<file path="src/rtl/rv_isa_pkg.sv">
// RV32I encoding constants shared by the instruction encoder and immediate decoder.
// Also holds the request bundle and the sign-extension range helper.
package rv_isa_pkg;

    localparam logic [2:0] FMT_I     = 3'd0;
    localparam logic [2:0] FMT_SHAMT = 3'd1;
    localparam logic [2:0] FMT_S     = 3'd2;
    localparam logic [2:0] FMT_B     = 3'd3;
    localparam logic [2:0] FMT_U     = 3'd4;
    localparam logic [2:0] FMT_J     = 3'd5;

    localparam logic [6:0] OPC_LOAD   = 7'b0000011;
    localparam logic [6:0] OPC_OP_IMM = 7'b0010011;
    localparam logic [6:0] OPC_AUIPC  = 7'b0010111;
    localparam logic [6:0] OPC_STORE  = 7'b0100011;
    localparam logic [6:0] OPC_LUI    = 7'b0110111;
    localparam logic [6:0] OPC_BRANCH = 7'b1100011;
    localparam logic [6:0] OPC_JALR   = 7'b1100111;
    localparam logic [6:0] OPC_JAL    = 7'b1101111;

    localparam logic [31:0] NOP_INSTR = 32'h0000_0013;

    typedef struct packed {
        logic [2:0]  fmt;
        logic [6:0]  opcode;
        logic [2:0]  funct3;
        logic [6:0]  funct7;
        logic [4:0]  rd;
        logic [4:0]  rs1;
        logic [4:0]  rs2;
        logic [31:0] imm;
    } enc_req_t;

    // True when imm equals the sign-extension of imm[msb:0].
    function automatic logic fits_signed(input logic [31:0] imm, input int msb);
        logic ok;
        ok = 1'b1;
        for (int i = 0; i < 32; i++) begin
            if (i > msb && imm[i] != imm[msb]) begin
                ok = 1'b0;
            end
        end
        return ok;
    endfunction

endpackage

</file>
<file path="src/rtl/instr_pack.sv">
// Combinational RV32I word packer: request fields plus immediate in, encoded word and
// range/illegal error out. Errored requests yield the canonical NOP.
import rv_isa_pkg::*;

module instr_pack (
    input  enc_req_t    i_req,
    output logic [31:0] o_word,
    output logic        o_err
);

    logic [31:0] w_raw;
    logic [31:0] w_imm;

    assign w_imm = i_req.imm;

    always_comb begin
        w_raw = NOP_INSTR;
        o_err = 1'b1;
        case (i_req.fmt)
            FMT_I: begin
                w_raw = {w_imm[11:0], i_req.rs1, i_req.funct3, i_req.rd, i_req.opcode};
                o_err = !fits_signed(w_imm, 11);
            end
            FMT_SHAMT: begin
                w_raw = {i_req.funct7, w_imm[4:0], i_req.rs1, i_req.funct3, i_req.rd,
                         i_req.opcode};
                o_err = |w_imm[31:5];
            end
            FMT_S: begin
                w_raw = {w_imm[11:5], i_req.rs2, i_req.rs1, i_req.funct3, w_imm[4:0],
                         i_req.opcode};
                o_err = !fits_signed(w_imm, 11);
            end
            FMT_B: begin
                w_raw = {w_imm[12], w_imm[10:5], i_req.rs2, i_req.rs1, i_req.funct3,
                         w_imm[4:1], w_imm[11], i_req.opcode};
                o_err = !fits_signed(w_imm, 12) || w_imm[0];
            end
            FMT_U: begin
                w_raw = {w_imm[31:12], i_req.rd, i_req.opcode};
                o_err = |w_imm[11:0];
            end
            FMT_J: begin
                w_raw = {w_imm[20], w_imm[10:1], w_imm[11], w_imm[19:12], i_req.rd,
                         i_req.opcode};
                o_err = !fits_signed(w_imm, 20) || w_imm[0];
            end
            default: begin
                w_raw = NOP_INSTR;
                o_err = 1'b1;
            end
        endcase
        o_word = o_err ? NOP_INSTR : w_raw;
    end

endmodule

</file>
<file path="src/rtl/instr_encoder.sv">
// Two-stage valid/ready RV32I instruction encoder: stage A captures the request, stage B
// holds the packed word with its load address and error flag.
import rv_isa_pkg::*;

module instr_encoder #(
    parameter int unsigned        ADDR_W    = 32,
    parameter logic [ADDR_W-1:0]  BASE_ADDR = '0,
    parameter int unsigned        ERR_W     = 8
) (
    input  logic              clock,
    input  logic              reset,
    input  logic              in_valid,
    output logic              in_ready,
    input  logic [2:0]        fmt,
    input  logic [6:0]        opcode,
    input  logic [2:0]        funct3,
    input  logic [6:0]        funct7,
    input  logic [4:0]        rd,
    input  logic [4:0]        rs1,
    input  logic [4:0]        rs2,
    input  logic [31:0]       imm,
    output logic              out_valid,
    input  logic              out_ready,
    output logic [31:0]       instr,
    output logic [ADDR_W-1:0] addr,
    output logic              range_err,
    output logic [ERR_W-1:0]  err_count
);

    enc_req_t          w_req;
    enc_req_t          r_a_req;
    logic              r_a_vld;
    logic              r_b_vld;
    logic [31:0]       r_instr;
    logic              r_range_err;
    logic [ADDR_W-1:0] r_addr;
    logic [ERR_W-1:0]  r_err_cnt;

    logic              w_b_free;
    logic              w_accept;
    logic              w_advance;
    logic              w_retire;
    logic [31:0]       w_word;
    logic              w_err;

    assign w_req = '{fmt: fmt, opcode: opcode, funct3: funct3, funct7: funct7,
                     rd: rd, rs1: rs1, rs2: rs2, imm: imm};

    // Stage B can take a word if empty or if its current word leaves this cycle.
    assign w_b_free  = !r_b_vld || out_ready;
    assign in_ready  = !r_a_vld || w_b_free;
    assign w_accept  = in_valid && in_ready;
    assign w_advance = r_a_vld && w_b_free;
    assign w_retire  = r_b_vld && out_ready;

    instr_pack u_pack (
        .i_req  (r_a_req),
        .o_word (w_word),
        .o_err  (w_err)
    );

    always_ff @(posedge clock or posedge reset) begin
        if (reset) begin
            r_a_vld <= 1'b0;
            r_a_req <= '0;
        end else if (w_accept) begin
            r_a_vld <= 1'b1;
            r_a_req <= w_req;
        end else if (w_advance) begin
            r_a_vld <= 1'b0;
        end
    end

    always_ff @(posedge clock or posedge reset) begin
        if (reset) begin
            r_b_vld     <= 1'b0;
            r_instr     <= '0;
            r_range_err <= 1'b0;
        end else if (w_advance) begin
            r_b_vld     <= 1'b1;
            r_instr     <= w_word;
            r_range_err <= w_err;
        end else if (w_retire) begin
            r_b_vld <= 1'b0;
        end
    end

    always_ff @(posedge clock or posedge reset) begin
        if (reset) begin
            r_addr    <= BASE_ADDR;
            r_err_cnt <= '0;
        end else if (w_retire) begin
            r_addr <= r_addr + ADDR_W'(4);
            if (r_range_err && r_err_cnt != '1) begin
                r_err_cnt <= r_err_cnt + ERR_W'(1);
            end
        end
    end

    assign out_valid = r_b_vld;
    assign instr     = r_instr;
    assign addr      = r_addr;
    assign range_err = r_range_err;
    assign err_count = r_err_cnt;

endmodule

</file>
<file path="config.mk">
export PLATFORM = sky130hd
export DESIGN_NAME = instr_encoder
export DESIGN_NICKNAME = d
export VERILOG_FILES = /design/src/rtl/rv_isa_pkg.sv /design/src/rtl/instr_pack.sv /design/src/rtl/instr_encoder.sv
export SDC_FILE = /design/constraint.sdc
export NUM_CORES = 1
export LEC_CHECK = 0
export CAP_MARGIN = 30
export CORE_ASPECT_RATIO = 0.6
export CORE_MARGIN = 1.5
export CORE_UTILIZATION = 40
export DETAILED_ROUTE_END_ITERATION = 7
export GPL_ROUTABILITY_DRIVEN = 1
export GPL_TIMING_DRIVEN = 0
export PLACE_DENSITY = 0.66
export SETUP_SLACK_MARGIN = 0.02
export SLEW_MARGIN = 0
export SYNTH_ARGS = -nofsm -noshare
export SYNTH_HDL_FRONTEND = slang
export SYNTH_SLANG_ARGS = --single-unit
export TNS_END_PERCENT = 20
</file>
<file path="constraint.sdc">
create_clock -name clock -period 7.1 [get_ports clock]
set_input_delay 1.775 -clock clock [delete_from_list [all_inputs] [get_ports clock]]
set_output_delay 1.775 -clock clock [all_outputs]
set_load 0.02 [all_outputs]
</file>
# Yosys cells after proc, flatten, opt, wreduce, memory -nomap -nowiden
# Index checks and enable logic that the tools add are counted.
[op_classes] n_bitwise=0 addsub=2 div=0 n_eq_ne=56 muxes=61 order_cmp=0 reduce_logical=20 mul=0 shifts=0
[ops] operator="32-bit case mux with 6 select lines" n=1
[ops] operator="1-bit two-way mux" n=58
[ops] operator="1-bit != test" n=50
[ops] operator="32-bit by 3-bit adder with 32-bit output, second input constant" n=1
[ops] operator="32-bit two-way mux" n=1
[ops] operator="27-bit OR reduction" n=1
[ops] operator="12-bit OR reduction" n=1
[ops] operator="8-bit by 1-bit adder with 8-bit output, second input constant" n=1
[ops] operator="8-bit != test, second input constant" n=1
[ops] operator="3-bit by 2-bit == test with 1-bit output, second input constant" n=2
[ops] operator="3-bit == test, second input constant" n=2
[ops] operator="1-bit logical NOT" n=6
[ops] operator="1-bit case mux with 6 select lines" n=1
[ops] operator="1-bit logical AND" n=4
[ops] operator="1-bit logical OR" n=4
[ops] operator="2-bit nonzero test" n=2
[ops] operator="3-bit by 1-bit == test with 1-bit output, second input constant" n=1
[ops] operator="3-bit logical NOT" n=1
[ops] operator="2-bit AND reduction" n=1
[totals] register_bits=142 latch_bits=0 input_bits=71 memories=0 output_inout_bits=75 elab_cells=153 romBits=0 ram_bits=0

# Longest topological paths before layout
[logic_depth] ltp_word=25 depth_mapped=9 ltp_nobuf=7

# Cells and area by module
# From an unflattened synthesis, not the netlist that was laid out.
[hier_totals] hier_cells=531 area_unflattened_um2=6651.4
[by_module_without_submodules] mod="instr_encoder" seq_area_each_um2=3503.4 n_inst=1 cells_each=371 area_per_inst_um2=5519.0
[by_module_without_submodules] mod="instr_pack" seq_area_each_um2=0.0 n_inst=1 cells_each=160 area_per_inst_um2=1132.3

# Least setup slack after synthesis
# Ideal clock, no wire load.
[synth_timing] path_kind="input to output" start="input out_ready" end="output in_ready" required_ps=5325 slack_ps=3267 path_buffers=0 stages=1 arrival_time_ps=2058 cell_sequence="nand3b_1"
[synth_between] elab_chain_cells=2
[synth_lines] element="start, declared" line_no="instr_encoder.sv:23" text="input logic out_ready,"
[synth_lines] element="1-bit logical OR" line_no="instr_encoder.sv:50" text="assign w_b_free = !r_b_vld || out_ready;"
[synth_lines] element="1-bit logical OR" line_no="instr_encoder.sv:51" text="assign in_ready = !r_a_vld || w_b_free;"
[synth_lines] element="end, declared" line_no="instr_encoder.sv:13" text="output logic in_ready,"
# Every way passes these cells.

# Worst setup path in the final report
# Ends and elaborated chain as after synthesis.

==> impl_metrics.env <==
export IMPL_outcome="finished, final reports clean"
export IMPL_crit_required_ns=5.33
export IMPL_start_kind="input pin"
export IMPL_hold_buffers=0
export IMPL_yosysUniqueCellTypes=44
export IMPL_grt_overflow=0
export IMPL_first_global_vias=5097
export IMPL_syn_to_final_growth_pct=35.8
export IMPL_place_hpwl_mm=13.3
export IMPL_cts_tree="built"
export IMPL_synth_seq_cells=140
export IMPL_leakage_uw=0.00372
export IMPL_grt_pass1_wl_mm=28.1
export IMPL_final_cells=931
export IMPL_yosys_top_cells_area="dfrtp_1 (54%), mux2_2 (13%), nand2_1 (2.9%)"
export IMPL_crit_reg2reg_launch="r_a_req[2]$_DFFE_PP0P_"
export IMPL_criticalPathCategory="in -> out"
export IMPL_setup_viol=0
export IMPL_finClkSkew_ns=0.00989
export IMPL_cap_violations=0
export IMPL_cts_setup_buffers=0
export IMPL_num_rows=35
export IMPL_root_buffer="clkbuf_16"
export IMPL_synth_edf_count=0
export IMPL_layout_nets=789
export IMPL_place_inst=899
export IMPL_syn_avg_cell_area_um2=11.8
export IMPL_synth_top_area_share_pct=54.0
export IMPL_cts_buffer_depth=2
export IMPL_h_tree_depth=4
export IMPL_coreArea_um2=15600
export IMPL_slew_headroom_pct=45.5
export IMPL_place_gp_congestion=0.973
export IMPL_routed_via_density=5.47
export IMPL_die_w_um=167
export IMPL_fillers=1291
export IMPL_min_period_ns=4.93
export IMPL_cts_sinks=140
export IMPL_drive_gt1_share_pct=17.9
export IMPL_num_vias=5094
export IMPL_die_area_um2=17000
export IMPL_end_kind="output port"
export IMPL_worstHoldStart="addr[31]$_DFFE_PP0P_"
export IMPL_powerDensity_nw_per_um2=295
export IMPL_drc_errors=0
export IMPL_arrival_ns=3.16
export IMPL_ant_nets=0
export IMPL_crit_start="out_ready"
export IMPL_seq_area_frac_synth_pct=54.0
export IMPL_routedWlPerCell_um=19.2
export IMPL_worstMarginPinSlew_ns=0.817
export IMPL_peakVddDrop_mv=0.130
export IMPL_synth_most_common_cell="dfrtp_1"
export IMPL_drt_iter0_markers=404
export IMPL_yosysTopAreaCell="dfrtp_1"
export IMPL_yosysWarnings=0
export IMPL_dominantRegCellSynth="dfrtp_1"
export IMPL_wl_mm=17.9
export IMPL_fin_crit_sh_pct=69.5
export IMPL_path_max_fanout=5
export IMPL_finalPower_uw=2590
export IMPL_initial_core_util_pct=41.6
export IMPL_hold_viol=0
export IMPL_die_h_um=102
export IMPL_cts_buffers_inserted=17
export IMPL_drt_pass1_iterations=5
export IMPL_synthCells=551
export IMPL_clock_latency_ns=0.42
export IMPL_max_freq_mhz=203
export IMPL_synth_area_um2=6480
export IMPL_grt_max_degree=84
export IMPL_portBuffers=143
export IMPL_rsz0062_at_grt="false"
export IMPL_synthArstFlopShare_pct=100
export IMPL_cts_clk_slew_worst_paths_ns=0.06
export IMPL_pin_count=146
export IMPL_ctsResizeCount=0
export IMPL_synth_common_cells="dfrtp_1 (140), mux2_2 (76), nand2_1 (50), nor2_1 (32), clkbuf_1 (24)"
export IMPL_antenna_found_initial=1
export IMPL_grt_usage_pct=22.0
export IMPL_maxSlewViolCount=0
export IMPL_hp_class="reg -> reg"
placed cells by master, fill, tap and decap left out, types with 9 or more instances in the layout:
cell               n
clkbuf_16         17
clkdlybuf4s50_1  143
a21oi_1           18
a31oi_1            9
nand2_1           50
o41ai_1           20
dfrtp_1          140
clkbuf_1          25
nor2b_1           10
nand3_1           12
nor2_1            32
mux2_2            76
xnor2_1           21
xor2_1            16
nand4_1           17
inv_1             14
o41ai_2           10
logic make-up after synthesis:
| kind of cell | share of synthesized area, % |
|---|---|
| buffers and inverters | 3.28 |
| multiplexers | 14.3 |
| AO/OA/AOI/OAI | 10.8 |
| other | 0.0578 |
| XOR/XNOR | 5.00 |
| flip-flops | 54.0 |
| AND/OR/NAND/NOR | 11.9 |
| adder cells (fa/ha/maj) | 0.579 |
critical path, cell delays in order:
cell             delay [ns]
clkdlybuf4s50_1        0.58
nand3b_1               0.18
clkdlybuf4s50_1        0.62
final timing paths:
kind                       cells past startpoint  slack (ns)                      to
max                                            3        2.17                in_ready
min                                            1        0.47    addr[31]$_DFFE_PP0P_
max reg2reg                                    7        4.49   instr[19]$_DFFE_PP0P_
min reg2reg                                    1        0.47    addr[31]$_DFFE_PP0P_
max in group asynchronous                      3        4.52     r_a_vld$_DFFE_PP0P_
min in group asynchronous                      2        1.79  r_a_req[6]$_DFFE_PP0P_
flip-flops by register name (all words and copies together), names as in the netlist:
signal / flops
out_valid: 1
r_a_vld: 1
err_count: 8
instr: 32
addr: 30
range_err: 1
r_a_req: 67
final cells by class:
type | count | area, um^2 | area share (%)
diodes | 1 | 2.50 | 0.0284
clock inverters | 13 | 166 | 1.89
well taps | 203 | 254 | 2.88
multi-input cells | 362 | 2770 | 31.5
clock buffers | 18 | 429 | 4.87
inverters | 15 | 61.3 | 0.696
plain buffers | 35 | 156 | 1.78
flip-flops and latches | 140 | 3500 | 39.8
repair buffers | 144 | 1460 | 16.6
per-layer routing:
layer	wire, um	global-route usage [%]
met1	8960	33.2
met2	7130	30.1
met3	1380	5.43
met4	417	8.11
met5	0	0
metrics by stage:
stage | hold slack [ns] | area, um^2 | utilization [%] | setup WS [ns] | setup TNS [ns]
2_1_floorplan | 0.471 | 6490 | - | 1.57 | 0
3_3_place_gp | 0.455 | 8170 | 52.4 | -0.251 | -32.79
3_5_place_dp | 0.458 | 8210 | 52.6 | 2.20 | 0
4_1_cts | 0.470 | 8800 | 56.5 | 2.19 | 0
5_1_grt | 0.492 | 8800 | 56.5 | 2.16 | 0
6_report | 0.467 | 8800 | 56.5 | 2.17 | 0
power breakdown:
part           internal, uW  switching (uW)  leakage [uW]
sequential              916             120       0.00174
combinational           309             340       0.00169
clock                   553             356      0.000283
total                  1780             816       0.00372
(Power assumes the default switching activity.)
